## src/rtl/mux_channel_scanner.sv

```systemverilog
// Walks a 16:1 mux over its channels, waits for the mux output to settle, then samples each bit.
// Optional build macro SCAN_MASK_EN adds MaskIn so that selected channels can be skipped.
module mux_channel_scanner #(
    parameter int unsigned SETTLE_CYCLES = 1
) (
    input  logic        ClkIn,
    input  logic        ResetIn,
    input  logic        StartIn,
`ifdef SCAN_MASK_EN
    input  logic [15:0] MaskIn,
`endif
    input  logic        MuxOutIn,
    output logic [3:0]  SelectOut,
    output logic        EnableOut,
    output logic        BusyOut,
    output logic        DoneOut,
    output logic [15:0] ScanDataOut
);

    typedef enum logic [1:0] {StIdle, StSettle, StSample, StDone} stateT;

    localparam bit HasSettle = (SETTLE_CYCLES != 0);
    localparam logic [2:0] SettleLast = HasSettle ? 3'(SETTLE_CYCLES - 1) : 3'd0;

    stateT       stateQ, stateD;
    logic [3:0]  selQ, selD;
    logic [2:0]  cntQ, cntD;
    logic [15:0] shadowQ, shadowD;
    logic [15:0] dataQ, dataD;
    logic [15:0] startMask, scanMask;
    logic [4:0]  firstCh, nextCh;

`ifdef SCAN_MASK_EN
    logic [15:0] maskQ, maskD;
    assign startMask = MaskIn;
    assign scanMask  = maskQ;
`else
    assign startMask = 16'hFFFF;
    assign scanMask  = 16'hFFFF;
`endif

    // Lowest enabled channel at or above 'from'; bit 4 set means none is left.
    function automatic logic [4:0] firstFrom(input logic [15:0] m, input logic [4:0] from);
        logic [4:0] r;
        r = 5'h10;
        for (int i = 15; i >= 0; i--) begin
            if (m[i] && (5'(i) >= from)) begin
                r = 5'(i);
            end
        end
        return r;
    endfunction

    assign firstCh = firstFrom(startMask, 5'd0);
    assign nextCh  = firstFrom(scanMask, {1'b0, selQ} + 5'd1);

    always_comb begin
        stateD  = stateQ;
        selD    = selQ;
        cntD    = cntQ;
        shadowD = shadowQ;
        dataD   = dataQ;
`ifdef SCAN_MASK_EN
        maskD   = maskQ;
`endif
        case (stateQ)
            StIdle: begin
                selD = 4'd0;
                cntD = 3'd0;
                if (StartIn) begin
                    shadowD = 16'h0000;
`ifdef SCAN_MASK_EN
                    maskD   = MaskIn;
`endif
                    if (firstCh[4]) begin
                        // Nothing to scan: publish an all-zero result straight away.
                        dataD  = 16'h0000;
                        stateD = StDone;
                    end else begin
                        selD   = firstCh[3:0];
                        stateD = HasSettle ? StSettle : StSample;
                    end
                end
            end
            StSettle: begin
                if (cntQ == SettleLast) begin
                    cntD   = 3'd0;
                    stateD = StSample;
                end else begin
                    cntD = cntQ + 3'd1;
                end
            end
            StSample: begin
                shadowD[selQ] = MuxOutIn;
                if (nextCh[4]) begin
                    // Result becomes visible together with DoneOut.
                    dataD  = shadowD;
                    selD   = 4'd0;
                    stateD = StDone;
                end else begin
                    selD   = nextCh[3:0];
                    stateD = HasSettle ? StSettle : StSample;
                end
            end
            StDone: begin
                stateD = StIdle;
            end
            default: begin
                stateD = StIdle;
            end
        endcase
    end

    always_ff @(posedge ClkIn) begin
        if (ResetIn) begin
            stateQ  <= StIdle;
            selQ    <= 4'd0;
            cntQ    <= 3'd0;
            shadowQ <= 16'h0000;
            dataQ   <= 16'h0000;
`ifdef SCAN_MASK_EN
            maskQ   <= 16'h0000;
`endif
        end else begin
            stateQ  <= stateD;
            selQ    <= selD;
            cntQ    <= cntD;
            shadowQ <= shadowD;
            dataQ   <= dataD;
`ifdef SCAN_MASK_EN
            maskQ   <= maskD;
`endif
        end
    end

    assign SelectOut   = selQ;
    assign EnableOut   = (stateQ == StSettle) || (stateQ == StSample);
    assign BusyOut     = (stateQ != StIdle);
    assign DoneOut     = (stateQ == StDone);
    assign ScanDataOut = dataQ;

endmodule

```

## config.mk

```make
export PLATFORM = sky130hd
export DESIGN_NAME = mux_channel_scanner
export DESIGN_NICKNAME = d
export VERILOG_FILES = /design/src/rtl/mux_channel_scanner.sv
export SDC_FILE = /design/constraint.sdc
export NUM_CORES = 1
export LEC_CHECK = 0
export CELL_PAD_IN_SITES_DETAIL_PLACEMENT = 0
export CELL_PAD_IN_SITES_GLOBAL_PLACEMENT = 2
export CORE_UTILIZATION = 31
export CTS_CLUSTER_SIZE = 10
export DETAILED_ROUTE_END_ITERATION = 6
export GPL_TIMING_DRIVEN = 0
export MAX_ROUTING_LAYER = met4
export PLACE_DENSITY_LB_ADDON = 0.1
export SYNTH_ARGS = -nofsm -noshare
export SYNTH_HDL_FRONTEND = slang
export SYNTH_SLANG_ARGS = --single-unit
```

## constraint.sdc

```tcl
create_clock -name ClkIn -period 1.35 [get_ports ClkIn]
set_input_delay 0.27 -clock ClkIn [delete_from_list [all_inputs] [get_ports ClkIn]]
set_output_delay 0.27 -clock ClkIn [all_outputs]
set_load 0.005 [all_outputs]
```

==> results.ini, run 1 <==
[status]
outcome=finished, violations left
violations=setup timing

[finish]
regArea_um2=832
utilization=0.478
stdcell_count=409
multiInputGateArea_mm2=0.00143
final_layout_size_suffix_gt1_frac=0.438
syn2layout_area_growth_pct=46.9
layout.nets=327
diodes=0
n_fill_cell=719

[detailed_routing]
wirelength_mm=7.40
avgViaCountPerCell=5.40
routedWlPerCell_um=18.1
drtIter0Drc=141
antenna_left=0
vias=2207
firstDrtPassIters=4
drcViolationCount=0

[synth]
ys_seq_area_frac=0.356
async_reset_ff_frac=0
yosysMostFrequentCell=dfxtp_1
synth-seq-cells=40
yosys.area.top_type=dfxtp_1
synth_area_mm2=0.00225
synth_edf_count=0
avgSynthCellArea_um2=9.03
synth_cell_types=40
synth_area_leaders=dfxtp_1 (36%), a21oi_1 (6.7%), a32oi_1 (6.2%), ha_1 (5.6%), buf_6 (4.0%)
syn_nets=263
netlist_instances=249
yosysTopAreaCellShare=0.356
yosys-top-cells-count=dfxtp_1 (40), a21oi_1 (30), nor2_1 (21)
synth_flop_cell=dfxtp_1
yosys_warnings=0

[sta]
setup_viol=34
drv_slew=0
hold_slack_ns=0.473
rsz0062_at_grt=yes
fin_crit_sh=1.10
post-route-min-period_ns=1.49
relSlewSlack=0.484
worst_slew_pin_slew_ns=0.774
hold_viol_final=0
skew_ns=0.00780
fmax_mhz=672
fin_ws_ns=-0.138

[cts]
cts_num_sinks=40
tritoncts=done
cts_buffers=5
ctsHoldBuffers=0
htreeDepth=2
clock-root-buffer=clkbuf_8
clock_path_buffers=2
path_clk_slew_ns=0.08
clkLatencyLatePin_ns=0.29

[min_path]
hold_class=flop to flop

[global_route]
antenna_found_initial=0
grt_pass1_vias=2105
grt_max_degree=12
overflow=0
grtUsageTotal=0.206
grt_pass1_wl_mm=11.5

[power]
p_leak_nw=1.27
irDropWorstVdd_uv=411
power.density_mw_per_mm2=994
finalPower_mw=3.28

[place]
gp_congestion=0.797
place_inst=370
port_buffers=25
hpwlAfterDp_mm=4.40

[floorplanning]
initial_utilization=0.326
ioPinCount=27
die_w_um=87.2
die_h_um=87.2
dieArea_mm2=0.00760
core_mm2=0.00691
placementRows=30

[critical_path]
worstPathArrival_ns=1.71
crit_path_max_fanout=7
start_kind=flop
worstSetupPathType=flop to flop
cp.required_ns=1.57
end_kind=flop

[flow_run]
max_cap_violations=0

==> registers in the layout (all words and copies together), names as in the netlist <==
signal,count
ScanDataOut,16
SelectOut,4
cntQ,3
stateQ,2
shadowQ,15
==> routing by layer <==
layer,global-route usage,up-vias,share of wire
met1,0.277,1062,0.47
met2,0.320,75,0.45
met3,0.0351,8,0.062
met5,-,-,0
li1,-,1062,-
met4,0.0537,0,0.010
==> cell families (layout without fill, tap and decap cells) <==
| group | count (synthesis) | in the layout | share of synthesized area |
|---|---|---|---|
| AO/OA/AOI/OAI | 71 | 71 | 0.216 |
| adder cells (fa/ha/maj) | 10 | 10 | 0.0556 |
| buffers and inverters | 41 | 105 | 0.121 |
| flip-flops | 40 | 40 | 0.356 |
| multiplexers | 2 | 2 | 0.0145 |
| AND/OR/NAND/NOR | 85 | 85 | 0.237 |
==> report_power, final <==
part           switching [mW]  internal (mW)  leakage, nW
registers              0.0248           1.20        0.332
clock network           0.439          0.353       0.0410
logic                   0.653          0.614        0.896
total                    1.12           2.17         1.27
==> layout make-up <==
cell class | instances | area share
multi-input combinational | 168 | 0.432
inverter | 12 | 0.0144
tap | 96 | 0.0364
clock inverter | 1 | 0.00152
clock buffer | 6 | 0.0220
timing repair buffer | 59 | 0.166
buffer | 27 | 0.0762
sequential | 40 | 0.252
==> worst max-delay path, stage by stage, from the launching register on <==
cell and delay (ns):
dfxtp_2 0.34, inv_4 0.08, ha_4 0.14, buf_6 0.11, mux2i_4 0.35, buf_6 0.19
a32oi_1 0.06, a21oi_1 0.13
==> stage by stage <==
step	setup TNS (ns)	worst slack, ns	instance area [um2]
2_1_floorplan	-0.0526	-0.0110	2260
3_3_place_gp	-9.08	-0.390	2640
3_5_place_dp	-8.57	-0.367	2640
4_1_cts	-2.22	-0.128	3090
5_1_grt	-4.72	-0.205	3300
6_report	-2.48	-0.138	3300
==> path summary, 6_finish.rpt <==
kind / slack [ns] / to / cells past startpoint / from
max reg2reg: -0.14 / shadowQ[5]$_SDFFE_PP0P_ / 7 / stateQ[0]$_SDFFE_PP0P_
min: 0.47 / ScanDataOut[15]$_SDFFE_PP0P_ / 2 / ScanDataOut[15]$_SDFFE_PP0P_
min reg2reg: 0.47 / ScanDataOut[15]$_SDFFE_PP0P_ / 2 / ScanDataOut[15]$_SDFFE_PP0P_
max: -0.14 / shadowQ[5]$_SDFFE_PP0P_ / 7 / stateQ[0]$_SDFFE_PP0P_
==> layout by cell type (no fill, tap or decap), types with 7 or more instances in the layout <==
| master | Yosys | routed |
|---|---|---|
| buf_4 | 4 | 28 |
| dfxtp_1 | 40 | 23 |
| a21oi_1 | 30 | 23 |
| dlygate4sd2_1 | 0 | 19 |
| buf_6 | 8 | 18 |
| dfxtp_2 | 0 | 13 |
| a32oi_1 | 16 | 13 |
| nand4_1 | 12 | 12 |
| nor2_1 | 21 | 10 |
| inv_1 | 12 | 8 |
| nand3b_1 | 8 | 8 |
| and4b_1 | 8 | 8 |
| a211oi_2 | 3 | 8 |
| clkbuf_8 | 2 | 7 |
| a21oi_2 | 0 | 7 |
| nor3_1 | 11 | 7 |
| nor2_2 | 0 | 7 |
==> timing repair <==
item	4_1_cts	5_1_grt
pin swaps	20	14
setup endpoints to repair	59	41
gates cloned	3	1
endpoints found under the hold margin	0	0
resized for setup	92	37
setup buffers	25	5
Note: power is estimated with default switching activity, not from simulation.
==> run 2, diff against run 1 <==
Settings changed: MAX_ROUTING_LAYER met4 to default.
==> run 2 against run 1 <==
  * The run still ends with setup timing left
  * Clock skew grew 0.0019 ns
  * Design area down 0.27%
  * Worst setup slack got worse by 0.0034 ns
  * Combinational power hardly changed
  * Largest cell class unchanged
  * Flip-flop and latch count unchanged
  * Core utilization decreased by 0.13 points
  * Clock power is essentially flat
  * Sequential power about the same
  * Non-clock buffer count stayed put
  * Routed wire length is 0.24% higher
  * First-iteration DRC count decreased by 13%
  * Die area stayed put
==> results.ini, run 2 (synthesis results as in run 1) <==
[status]
outcome=finished, violations left
violations=setup timing

[finish]
largest_reg_flops=16  ; unchanged
final_common_cell=buf_4
n_fill_cell=717  ; -0.28%
final_layout_size_suffix_gt1_frac=0.441  ; +0.00319
final_cell_mix=buf_4 (28), a21oi_1 (24), dfxtp_1 (23)
diodes=0  ; unchanged
syn2layout_area_growth_pct=46.5
layout.nets=327  ; unchanged

[sta]
worst_slew_pin_slew_ns=0.748  ; -0.0257 ns
post-route-min-period_ns=1.49  ; +0.00336 ns
setup_viol=34  ; unchanged
relSlewSlack=0.501  ; +0.0171
fmax_mhz=671  ; -0.22%
drv_slew=0  ; unchanged
rsz0062_at_grt=yes
hold_viol_final=0  ; unchanged
fin_ws_ns=-0.141  ; -0.00336 ns
skew_ns=0.00974  ; +0.00194 ns
fin_crit_sh=1.10  ; +0.00249

[critical_path]
path_delay_family=flip-flops
worstSetupPathType=flop to flop
worstPathArrival_ns=1.71  ; about the same
end_kind=flop
crit_path_max_fanout=8  ; +1
path_cells=inv_1 -> ha_2 -> nor4bb_1 -> a32oi_1 -> a21oi_1
cp.required_ns=1.57  ; about the same
cp.buffers_inverters=1  ; -2
start_kind=flop
crit_slowest_cell=dfxtp_4
max_stage_delay_ns=0.37  ; +0.02 ns

[global_route]
grt_pass1_vias=2111  ; +0.29%
grt_max_degree=12  ; unchanged
grt_pass1_wl_mm=11.5  ; unchanged
overflow=0  ; unchanged
grtUsageTotal=0.200  ; -0.00610
antenna_found_initial=0  ; unchanged

[cts]
clock-root-buffer=clkbuf_8
cts_num_sinks=40  ; unchanged
path_clk_slew_ns=0.09  ; about the same
clkLatencyLatePin_ns=0.29  ; about the same
ctsHoldBuffers=0  ; unchanged
htreeDepth=2  ; unchanged
tritoncts=done
cts_buffers=5  ; unchanged
clock_path_buffers=2  ; unchanged

[floorplanning]
dieArea_mm2=0.00760  ; unchanged
initial_utilization=0.326  ; unchanged
ioPinCount=27  ; unchanged
placementRows=30  ; unchanged
die_h_um=87.2  ; unchanged
core_mm2=0.00691  ; unchanged
die_w_um=87.2  ; unchanged

[power]
power.density_mw_per_mm2=995  ; about the same
p_leak_nw=1.26  ; -0.54%
irDropWorstVdd_uv=413  ; +0.54%
finalPower_mw=3.28  ; -0.17%

[flow_run]
max_cap_violations=0  ; unchanged

[detailed_routing]
firstDrtPassIters=4  ; unchanged
drcViolationCount=0  ; unchanged
drtIter0Drc=123  ; -13%
vias=2179  ; -1.3%
routedWlPerCell_um=18.1  ; +0.24%
wirelength_mm=7.41  ; +0.24%
antenna_left=0  ; unchanged
avgViaCountPerCell=5.33  ; -1.3%

[place]
gp_congestion=0.786  ; -1.4%
port_buffers=25  ; unchanged
pre_cts_slack_ns=-0.367  ; unchanged
hpwlAfterDp_mm=4.40  ; unchanged

[min_path]
hold_class=flop to flop

## run 2: repair_timing
action                     CTS  global route
setup endpoints to repair   59            41
setup buffers               25             6
gates cloned                 3             1
pin swaps                   20            15
gates resized for setup     92            37
## run 2: stage by stage
stage                     hold slack, ns   util  cells  area (um2)  setup TNS [ns]
final                              0.472  0.477    409        3290           -2.40
after global placement             0.454  0.382    370        2640           -9.08
after detailed placement           0.454  0.382    370        2640           -8.57
after floorplan                    0.453      -    249        2260         -0.0526
after CTS                          0.473  0.447    404        3090           -2.22
after global routing               0.485  0.477    409        3290           -4.50
## run 2: metal layers
layer,vias to the layer above,share of wire,GRT usage
met3,6,0.033,0.0351
met5,-,0,0
met1,1064,0.49,0.277
li1,1063,-,-
met4,0,0.0061,0.0537
met2,46,0.47,0.320
## run 2: final timing paths
path                                       end                    startpoint  slack, ns  cells after the start
hold reg to reg   ScanDataOut[15]$_SDFFE_PP0P_  ScanDataOut[15]$_SDFFE_PP0P_       0.47                      2
setup / recovery       shadowQ[0]$_SDFFE_PP0P_     SelectOut[1]$_SDFFE_PP0P_      -0.14                      5
hold / removal    ScanDataOut[15]$_SDFFE_PP0P_  ScanDataOut[15]$_SDFFE_PP0P_       0.47                      2
setup reg to reg       shadowQ[0]$_SDFFE_PP0P_     SelectOut[1]$_SDFFE_PP0P_      -0.14                      5
## run 2: power breakdown
group          internal [mW]  total, mW  switching (mW)
Clock                  0.353      0.789           0.436
Combinational          0.613       1.26           0.651
Sequential              1.20       1.22          0.0245
## run 2: layout make-up
class                   instances  area (um2)  area share
flip-flops and latches         40         832       0.253
clock buffers                   6        72.6      0.0220
repair buffers                 59         547       0.166
clock inverters                 1        5.00     0.00152
plain buffers                  27         251      0.0764
multi-input cells             168        1420       0.430
well taps                      96         120      0.0365
inverters                      12        47.5      0.0144
## run 2: worst reg2reg max path, cell delays in order, from the launching register on
cell      delay (ns)
dfxtp_4         0.37
inv_1           0.12
ha_2            0.32
nor4bb_1        0.33
a32oi_1         0.13
a21oi_1         0.14
==> run 3, diff against run 2 <==
Settings changed: CAP_MARGIN from default to 20.
==> results of run 3 <==
Final layout, timing and power as in run 2 (identical DEF).
